**config.mk**
```make
export PLATFORM = sky130hd
export DESIGN_NAME = picorv32_dma_master
export DESIGN_NICKNAME = d
export VERILOG_FILES = /design/src/rtl/picorv32_dma_pkg.sv /design/src/rtl/picorv32_dma_master_buf.sv /design/src/rtl/picorv32_dma_master.sv
export SDC_FILE = /design/constraint.sdc
export NUM_CORES = 1
export LEC_CHECK = 0
export BUFFER_PORTS_ARGS = -buffer_cell sky130_fd_sc_hd__buf_4
export CAP_MARGIN = 20
export CORE_ASPECT_RATIO = 1.75
export CORE_UTILIZATION = 55
export CTS_BUF_LIST = sky130_fd_sc_hd__clkbuf_8
export DETAILED_ROUTE_END_ITERATION = 10
export PLACE_DENSITY_LB_ADDON = 0.08
export SLEW_MARGIN = 20
export SYNTH_ARGS = -nofsm -noshare
export SYNTH_HDL_FRONTEND = slang
export SYNTH_SLANG_ARGS = --single-unit
```
**constraint.sdc**
```tcl
create_clock -name clk -period 16.2 [get_ports clk]
set_clock_uncertainty 0.05 [all_clocks]
set_input_delay 3.24 -clock clk [delete_from_list [all_inputs] [get_ports clk]]
set_output_delay 3.24 -clock clk [all_outputs]
set_load 0.02 [all_outputs]
```
**src/rtl/picorv32_dma_pkg.sv**
```systemverilog
// Shared types and constants for the picorv32 native-bus DMA copy engine.
package picorv32_dma_pkg;

  typedef enum logic [2:0] {
    S_IDLE,
    S_CHECK,
    S_RD,
    S_RGAP,
    S_WR,
    S_WGAP,
    S_FIN
  } dma_state_e;

  localparam logic [3:0] WSTRB_WORD = 4'hF;
  localparam logic [3:0] WSTRB_READ = 4'h0;

endpackage

```
**src/rtl/picorv32_dma_master_buf.sv**
```systemverilog
// BURST x 32 staging register file between the read and write phases of a chunk.
module dma_burst_buf #(
  parameter int BURST = 4,
  parameter int IDX_W = 2
) (
  input  logic             clk,
  input  logic             reset,
  input  logic             i_clr,
  input  logic             i_we,
  input  logic [IDX_W-1:0] i_widx,
  input  logic [31:0]      i_wdata,
  input  logic [IDX_W-1:0] i_ridx,
  output logic [31:0]      o_rdata
);

  logic [BURST-1:0][31:0] r_mem;

  always_ff @(posedge clk or posedge reset) begin
    if (reset)      r_mem <= '0;
    else if (i_clr) r_mem <= '0;
    else if (i_we)  r_mem[i_widx] <= i_wdata;
  end

  assign o_rdata = r_mem[i_ridx];

endmodule

```
**src/rtl/picorv32_dma_master.sv**
```systemverilog
// Word-copy DMA initiator on the picorv32 mem_valid/mem_ready port: reads a
// chunk of up to BURST words into a buffer, then writes it out, until LEN done.
module picorv32_dma_master
  import picorv32_dma_pkg::*;
#(
  parameter int BURST = 4,
  parameter int LEN_W = 16
) (
  input  logic             clk,
  input  logic             reset,
  input  logic             start,
  input  logic [31:0]      src_addr,
  input  logic [31:0]      dst_addr,
  input  logic [LEN_W-1:0] len,
  input  logic             abort,
  output logic             busy,
  output logic             done,
  output logic             err,
  output logic             aborted,
  output logic [LEN_W-1:0] words_done,
  output logic             mem_valid,
  output logic             mem_instr,
  output logic [31:0]      mem_addr,
  output logic [31:0]      mem_wdata,
  output logic [3:0]       mem_wstrb,
  input  logic             mem_ready,
  input  logic [31:0]      mem_rdata
);

  localparam int CNT_W  = $clog2(BURST) + 1;
  localparam int BIDX_W = (BURST > 1) ? $clog2(BURST) : 1;
  localparam logic [LEN_W-1:0] BURST_L = LEN_W'(BURST);

  dma_state_e       r_state, w_next;
  logic [31:0]      r_src, r_dst;
  logic [LEN_W-1:0] r_len, r_rem, r_words;
  logic [CNT_W-1:0] r_chunk, r_idx;
  logic             r_err, r_aborted;

  logic [LEN_W-1:0] w_min_in, w_min;
  logic             w_misal, w_chunk_end, w_accept;
  logic [31:0]      w_buf_rdata;

  assign w_misal     = (r_src[1:0] != 2'b00) || (r_dst[1:0] != 2'b00);
  assign w_chunk_end = (r_idx == r_chunk);
  assign w_accept    = (r_state == S_IDLE) && start;
  // Next chunk size: min(BURST, words not yet assigned to a chunk).
  assign w_min_in    = (r_state == S_CHECK) ? r_len : r_rem;
  assign w_min       = (w_min_in >= BURST_L) ? BURST_L : w_min_in;

  dma_burst_buf #(.BURST(BURST), .IDX_W(BIDX_W)) u_buf (
    .clk     (clk),
    .reset   (reset),
    .i_clr   (w_accept),
    .i_we    ((r_state == S_RD) && mem_ready),
    .i_widx  (r_idx[BIDX_W-1:0]),
    .i_wdata (mem_rdata),
    .i_ridx  (r_idx[BIDX_W-1:0]),
    .o_rdata (w_buf_rdata)
  );

  always_ff @(posedge clk or posedge reset) begin
    if (reset) r_state <= S_IDLE;
    else       r_state <= w_next;
  end

  always_comb begin
    w_next    = r_state;
    mem_valid = 1'b0;
    mem_addr  = '0;
    mem_wdata = '0;
    mem_wstrb = WSTRB_READ;
    unique case (r_state)
      S_IDLE:  if (start) w_next = S_CHECK;
      S_CHECK: begin
        if (w_misal || abort || (r_len == '0)) w_next = S_FIN;
        else                                   w_next = S_RD;
      end
      S_RD: begin
        mem_valid = 1'b1;
        mem_addr  = r_src;
        // abort only matters once the request has been accepted
        if (mem_ready) w_next = abort ? S_FIN : S_RGAP;
      end
      S_RGAP: begin
        if (abort)            w_next = S_FIN;
        else if (w_chunk_end) w_next = S_WR;
        else                  w_next = S_RD;
      end
      S_WR: begin
        mem_valid = 1'b1;
        mem_addr  = r_dst;
        mem_wdata = w_buf_rdata;
        mem_wstrb = WSTRB_WORD;
        if (mem_ready) w_next = abort ? S_FIN : S_WGAP;
      end
      S_WGAP: begin
        if (abort)            w_next = S_FIN;
        else if (w_chunk_end) w_next = (r_rem == '0) ? S_FIN : S_RD;
        else                  w_next = S_WR;
      end
      S_FIN:   w_next = S_IDLE;
      default: w_next = S_IDLE;
    endcase
  end

  always_ff @(posedge clk or posedge reset) begin
    if (reset) begin
      r_src     <= '0;
      r_dst     <= '0;
      r_len     <= '0;
      r_rem     <= '0;
      r_words   <= '0;
      r_chunk   <= '0;
      r_idx     <= '0;
      r_err     <= 1'b0;
      r_aborted <= 1'b0;
    end else begin
      unique case (r_state)
        S_IDLE: if (start) begin
          r_src     <= src_addr;
          r_dst     <= dst_addr;
          r_len     <= len;
          r_words   <= '0;
          r_err     <= 1'b0;
          r_aborted <= 1'b0;
        end
        S_CHECK: begin
          if (w_misal)    r_err     <= 1'b1;
          else if (abort) r_aborted <= 1'b1;
          r_chunk <= CNT_W'(w_min);
          r_rem   <= r_len - w_min;
          r_idx   <= '0;
        end
        S_RD: if (mem_ready) begin
          r_src <= r_src + 32'd4;
          r_idx <= r_idx + CNT_W'(1);
          if (abort) r_aborted <= 1'b1;
        end
        S_RGAP: begin
          if (abort)            r_aborted <= 1'b1;
          else if (w_chunk_end) r_idx     <= '0;
        end
        S_WR: if (mem_ready) begin
          r_dst   <= r_dst + 32'd4;
          r_idx   <= r_idx + CNT_W'(1);
          r_words <= r_words + LEN_W'(1);
          if (abort) r_aborted <= 1'b1;
        end
        S_WGAP: begin
          if (abort) r_aborted <= 1'b1;
          else if (w_chunk_end && (r_rem != '0)) begin
            r_chunk <= CNT_W'(w_min);
            r_rem   <= r_rem - w_min;
            r_idx   <= '0;
          end
        end
        default: ;
      endcase
    end
  end

  assign busy       = (r_state != S_IDLE) && (r_state != S_FIN);
  assign done       = (r_state == S_FIN);
  assign err        = r_err;
  assign aborted    = r_aborted;
  assign words_done = r_words;
  assign mem_instr  = 1'b0;

endmodule
```
==> summary.md, run 1 <==
The flow ran to the end, and the final reports show no timing, DRC or antenna violations. Along the worst path, the maximum fanout reaches 90. The largest single stage delay on the critical path is 0.70 ns. In this run the vertical extent of the chip is 212 um.

The cell sitting at the root of the clock tree is a clkbuf_8. The analysis attributes to cell leakage a power of 7.59 nW. The cell that appears most often on the critical path is buf_4. The worst register-to-register path has a setup slack of 11.99 ns.

The run gives 0.663 as the core utilization of the finished layout. The worst setup path is captured at an output pin. The number of hold buffers added after CTS was 0. The via count normalized by instance count is 6.10.

The area growth from synthesis to layout is 17.9%, and the routed wirelength normalized by instance count is 20.2 um. The run gives 1,612 as the instance count of the mapped netlist. Averaged over all synthesized cells, the footprint is 8.59 um^2. In this run the horizontal extent of the chip is 122 um. Share of final-layout standard cells stronger than drive strength 1: 0.200. For this run, the top clock speed supported by timing is 152 MHz. Post-CTS repair changed the size of 0 cells. The async set-or-reset flop fraction in the synthesized netlist works out to 1.00. Detailed placement ended at an HPWL of 27,500 um. The run gives 2,108 as the non-filler instance count after layout. The tools report the pin count of the biggest net entering global routing as 123. For the initial antenna violation count, the log shows 2. For this design, the sink count on the clock tree is 251. The logs give 76 for the number of rows created at floorplan and 3.29 ns for the critical path data arrival time. After detailed placement, the design holds a cell count of 2,037. The transition time of the tightest slew-check pin was 0.977 ns; the I/O pin total was 207. The run gives 42,600 um as the aggregate routed wire length.

The initial core utilization was 0.562; the clock transition time at the flip-flop clock pins of the worst setup and hold paths was 0.07 ns. The worst vdd rail ir drop was 94.8 uV. After floorplanning, the core was sized to cover 24,600 um^2. Walking the worst path, the cells encountered are buf_4, inv_1, and3_2, buf_4, nand2_1, o21ai_0, buf_4.

For the post-route antenna net violation count, the log shows 0. The number of buffers added for setup after CTS is 0, and the areal power density over the cells is 176 nW/um^2. For the number of fillers in the final layout, the log shows 2,149. Adding up every negative setup slack in the final design gives 0 ns. Routability-driven placement finished with a final weighted congestion of 0.944.

The total routing resource utilization after global routing came out at 0.339. For the number of hold violations in the final report, the log shows 0. The floorplan step defined a die boundary enclosing 25,800 um^2. The Yosys warning count is 0, and the number of global-route vias before repair is 12,586. Across all layers, the routed design uses 12,851 vias. The required time reported for the critical path endpoint is 12.91 ns, and the final-report max-slew violation count is 0. The first global-routing pass estimated 67,400 um of wire. Setup repair after global routing left no endpoint under its margin.

The tools report the post-synthesis instance area as 13,900 um^2. The final setup violation count was 0. The final period utilization is 0.406.

In this run the worst hold path is classified as flip-flop to flip-flop. The first-pass iteration count of the detailed router was 5; the number of unique standard cell types used by synthesis was 73. The critical path is of the flip-flop to output pin type. The logs give 0.453 for the sequential element share of the synthesized area and 0.347 for the worst max-slew margin expressed relative to the limit. TritonCTS built the clock tree. The minimum period implied by the final worst setup slack came out at 6.58 ns.

The number of buffers on the longest clock path came out at 3. The worst setup path is launched from a flip-flop. The logs give 2 for the deepest level of the CTS H-tree and 39 for the TritonCTS buffer count. For this run, design rule violations remaining after detail routing come to 0.

The most instantiated flip-flop cell in the synthesis netlist is dfrtp_1. Counting flops with a built-in enable in the synthesized netlist gives 0. Max-cap violations in this run came to 0. After the first detailed-routing iteration, the DRC count stood at 1,058.

Cell with the largest stage delay on the worst path: buf_4. For this run, the post-layout net count is 1,906. For this run the aggregate overflow at the end of global routing stands at 0.

The synthesized design contains 251 register bits. The clock reaches the later pin of the worst-skew pair after 0.59 ns. The number of I/O port buffers works out to 205.
per-layer routing:
layer / global-route usage / part of all wire / vias up
met4: 0.186 / 0.051 / 0
met3: 0.0765 / 0.070 / 117
met2: 0.579 / 0.51 / 520
li1: - / - / 5954
met5: 0 / 0 / -
met1: 0.389 / 0.36 / 6260
critical path, delay by kind of cell (launching register included):
kind / cells / cell delay, ns
and+or+nand+nor: 2 / 0.65
AOI/OAI and AO/OA: 1 / 0.18
buffers and inverters: 4 / 1.46
DFF: 1 / 0.36
path summary, 6_finish.rpt:
path	depth (start not counted)	start	end
min in group asynchronous	2	reset	r_src[10]
setup / recovery	7	r_state[2]	mem_addr[10]
max in group asynchronous	3	reset	r_idx[0]
setup reg to reg	11	r_state[0]	r_rem[14]
hold reg to reg	2	err	err
hold / removal	2	err	err
cells in the mapped netlist, types with 9 or more instances:
cell / n / area (um^2)
nand3_1: 47 / 235
a22o_1: 14 / 123
mux2_2: 14 / 158
o22ai_1: 27 / 169
and3_1: 49 / 307
ha_1: 22 / 275
a31oi_1: 13 / 81.3
a21o_1: 9 / 67.6
nand4_1: 18 / 113
xnor2_1: 13 / 114
clkbuf_1: 84 / 315
a21oi_1: 222 / 1110
xor2_1: 14 / 123
o21ai_0: 69 / 345
o31ai_1: 11 / 82.6
a2bb2oi_1: 9 / 78.8
nor2_1: 78 / 293
mux4_2: 32 / 721
buf_1: 21 / 78.8
nor3_1: 17 / 85.1
buf_2: 10 / 50.1
dfrtp_1: 251 / 6280
nand2_1: 437 / 1640
inv_1: 20 / 75.1
cell families after synthesis:
group                    synth area share
AND/OR/NAND/NOR                     0.219
AO/OA/AOI/OAI                       0.180
flip-flops                          0.453
buffers and inverters              0.0411
multiplexers                       0.0670
XOR/XNOR                           0.0171
adder cells (fa/ha/maj)            0.0220
other                            0.000542
report_power, final:
part           switching [mW]  internal (mW)
combinational           0.763          0.509
sequential              0.225          0.829
clock                   0.263          0.281
total                    1.25           1.62
metrics by stage:
| step | setup slack [ns] | area (um^2) | hold slack (ns) | power (mW) |
|---|---|---|---|---|
| 3_3_place_gp | 10.15 | 15500 | 0.420 | 2.28 |
| 4_1_cts | 9.71 | 16300 | 0.446 | 2.86 |
| 5_1_grt | 9.50 | 16300 | 0.469 | 3.06 |
| 2_1_floorplan | 6.01 | 13900 | 0.403 | 1.90 |
| 3_5_place_dp | 10.07 | 15500 | 0.427 | 2.31 |
| 6_report | 9.62 | 16300 | 0.441 | 2.87 |
placed cells by master (no fill, tap or decap), types with 9 or more instances in the layout:
cell type / instances
nor2_1: 76
mux2_2: 14
conb_1: 13
nor3_1: 16
nand2_1: 437
a31oi_1: 13
a22o_1: 14
and3_1: 45
mux4_2: 32
clkbuf_8: 47
o21ai_0: 68
a21o_1: 9
o22ai_1: 27
xnor2_1: 13
xor2_1: 14
o31ai_1: 11
ha_1: 22
buf_4: 223
a2bb2oi_1: 9
nand4_1: 18
inv_1: 29
nand3_1: 43
dfrtp_1: 250
a21oi_1: 221
state kept, by name, summed over array words and instances, names as in the netlist:
signal and cells:
words_done 16, r_idx 3, u_buf.r_mem 128, aborted 1
r_len 16, r_state 3, r_src 32, r_dst 32
err 1, r_chunk 3, r_rem 16
final cells by class:
cell class,count,area [um^2],area share
inverters,21,86.3,0.00529
repair buffers,223,1670,0.103
clock inverters,20,128,0.00782
flip-flops and latches,251,6280,0.385
clock buffers,47,647,0.0396
well taps,312,390,0.0239
multi-input cells,1230,7110,0.435
diodes,4,10.0,0.000613
Note: power is estimated with default switching activity, not from simulation.
==> run 2: changes to the inputs <==
--- a/config.mk
+++ b/config.mk
@@ -8,7 +8,7 @@
 export BUFFER_PORTS_ARGS = -buffer_cell sky130_fd_sc_hd__buf_4
 export CAP_MARGIN = 20
 export CORE_ASPECT_RATIO = 1.75
-export CORE_UTILIZATION = 55
+export CORE_UTILIZATION = 54
 export CTS_BUF_LIST = sky130_fd_sc_hd__clkbuf_8
 export DETAILED_ROUTE_END_ITERATION = 10
 export PLACE_DENSITY_LB_ADDON = 0.08
==> constraint.sdc (replaced) <==
create_clock -name clk -period 5.7 [get_ports clk]
set_clock_uncertainty 0.05 [all_clocks]
set_input_delay 1.14 -clock clk [delete_from_list [all_inputs] [get_ports clk]]
set_output_delay 1.14 -clock clk [all_outputs]
set_load 0.02 [all_outputs]
==> run 2 against run 1 <==
Clock-buffer cell count unchanged; design area about the same; power increased to 2.8 times the previous value; utilization decreased by 1.6 points; sequential power increased to 2.9 times the previous value; flip-flop and latch count unchanged; via count decreased by 1.4%; non-clock buffer count increased by 3; sequential share of layout area about the same; wire length decreased by 2.1%; combinational power increased to 2.8 times the previous value.
==> summary.md, run 2 (synthesis results as in run 1) <==
The run gives 0.443 ns as the worst hold slack. The tools report the number of hold violations in the final report as 0. For the first-pass iteration count of the detailed router, the log shows 5. The critical path goes through buf_4, nand2_1, inv_2, buf_12, nand2_1, nand2_1, buf_4. The peak per-stage delay on the critical path was 0.75 ns.

0 antenna diodes ended up in the layout. The aggregate routed wire length is 41,700 um, and the initial core utilization is 0.549. Detailed placement finished with a half-perimeter wire length of 27,200 um. The summed area of non-filler cells in the final layout came out at 16,300 um^2. In this run, CTS created clock tree buffers numbering 39. Setup total negative slack on the finished layout was measured at 0 ns. The logs give 0 for the residual DRC count and 297 uV for the worst vdd rail ir drop. After global routing the overflow that remains totals 0. The logs give 0 for the initial antenna violation count and 15,600 um^2 for the post-detailed-placement cell area. For this design, the slowest cell found on the critical path is dfrtp_1. The chip width was 123 um; the number of DRC markers after the initial detailed-route iteration was 994. In this run the count of I/O pins placed on the die edge is 207. After clock tree synthesis, the clock-pin slew on the worst setup and hold paths is 0.07 ns. Derived from the worst setup path, the maximum achievable clock frequency is 230 MHz.

The number of vias after detailed routing is 12,666, and the via count normalized by instance count is 6.00. The critical path data arrival time is 3.15 ns, and the areal power density over the cells is 496 nW/um^2. After filler insertion, the fill cell instance count of the layout stands at 2,269. The largest registers in the layout are u_buf.r_mem: 128 flops, r_dst: 32 flops, r_src: 32 flops. The core footprint is 25,200 um^2.

The logs give 4.51 ns for the required time reported for the critical path endpoint and 0 for the number of hold-repair buffers added at the cts stage. The setup path with the least slack is of type flip-flop to output pin. The worst setup path is launched from a flip-flop. The type of the tightest min-delay check is flip-flop to flip-flop.

STA classifies the critical path endpoint as an output pin. The cell with the most instances on the worst path was nand2_1. The number of instances resized during post-cts repair was 0; the final weighted congestion of routability-driven global placement was 0.931.

The run gives 0 as the final-report max-slew violation count. The run gives 0.320 as the total routing resource utilization after global routing. The largest register by flop count was u_buf.r_mem.

The wire length of the first global-routing pass was 64,400 um; the number of rows created at floorplan was 77. The analysis attributes to cell leakage a power of 7.59 nW. In this run the worst path has a maximum fanout of 58.

The core utilization of the finished layout is 0.646, and the worst max-slew margin expressed relative to the limit is 0.263. Setup repair after global routing left no endpoint under its margin. TritonCTS built the clock tree. The library cells used most frequently in the layout, excluding fill and tap cells, are nand2_1 (437), dfrtp_1 (250), buf_4 (223).

The insertion delay of the later-clocked pin in the worst-skew pair was 0.57 ns; the final period utilization was 0.762. The tools report the clock tree root driver cell as clkbuf_8. The detail route stage leaves a number of antenna-violating nets equal to 0.

The register with the most flip-flops in the layout has 128 of them. The minimum period implied by the final worst setup slack is 4.34 ns. The area growth from synthesis to layout was 17.8%; the area of the die was 26,300 um^2. The share of final-layout standard cells stronger than drive strength 1 works out to 0.198. The tools report the number of global-route vias before repair as 12,242. The clock drives 251 sinks. After the last flow step, the layout net total stands at 1,909. In this run the number of H-tree levels came out at 2. In the final routed layout, each cell accounts on average for 19.7 um. The tools report the final setup violation count as 0. The number of buffers on the longest clock path was 3. Port buffering added 205 buffers.

The most common library cell in the layout ignoring fill and taps is nand2_1. The worst path meets setup with 1.36 ns of slack. Measured along the y axis, the die boundary spans 214 um.

The tool flagged a number of max-cap violations equal to 0. Buffers added to address setup during post-CTS repair amount to 0. OpenSTA, run right after detailed placement, puts the worst setup slack at 1.73 ns. The run finished with clean final reports. For the pin with the worst max-slew slack, the measured transition is 1.10 ns.

For the pin count of the biggest net entering global routing, the log shows 155.
-- run 2: changes by cell type in the layout (fill, tap and decap cells not counted), sizes merged --
cell,previous run,this run
buf,223,226
bufinv,1,0
clkinv,6,3
clkinvlp,1,4
diode,4,0
inv,33,35
-- run 2: critical path, delay by kind of cell, from the launching register on --
kind          cells  cell delay, ns
buf+inv           4            1.35
simple gates      3            0.44
flops             1            0.75
-- run 2: final cells by class --
| cell class | instances | area (um^2) | share of cell area |
|---|---|---|---|
| inverters | 21 | 82.6 | 0.00506 |
| flip-flops and latches | 251 | 6280 | 0.385 |
| repair buffers | 226 | 1730 | 0.106 |
| well taps | 316 | 395 | 0.0242 |
| clock buffers | 47 | 647 | 0.0396 |
| multi-input cells | 1230 | 7080 | 0.434 |
| clock inverters | 21 | 93.8 | 0.00575 |
-- run 2: worst paths after layout --
| kind | from | to | slack [ns] | cells past startpoint |
|---|---|---|---|---|
| min in group asynchronous | reset | r_src[11] | 0.46 | 2 |
| worst min-delay path | err | err | 0.44 | 2 |
| worst max-delay path | r_state[2] | mem_addr[7] | 1.36 | 7 |
| worst max register to register | r_state[2] | r_rem[14] | 1.63 | 12 |
| worst min register to register | err | err | 0.44 | 2 |
| max in group asynchronous | reset | r_rem[10] | 4.09 | 3 |
-- run 2: per-stage QoR --
stage,power (mW),std cells
6_report,8.09,2112
5_1_grt,8.62,2112
4_1_cts,8.10,2112
3_5_place_dp,6.61,2044
3_3_place_gp,6.51,2044
2_1_floorplan,5.40,1623
-- run 2: power by group --
| part | switching [mW] | internal [mW] |
|---|---|---|
| Sequential | 0.641 | 2.36 |
| Clock | 0.731 | 0.746 |
| Combinational | 2.15 | 1.46 |
| Total | 3.52 | 4.57 |
-- run 2: per-layer routing --
| metal | wire length (um) | up-vias | GRT usage | part of all wire |
|---|---|---|---|---|
| met3 | 2620 | 115 | 0.0532 | 0.063 |
| met4 | 2050 | 0 | 0.166 | 0.049 |
| met2 | 21600 | 450 | 0.567 | 0.52 |
| met5 | 0 | - | 0 | 0 |
| li1 | - | 5959 | - | - |
| met1 | 15500 | 6142 | 0.366 | 0.37 |
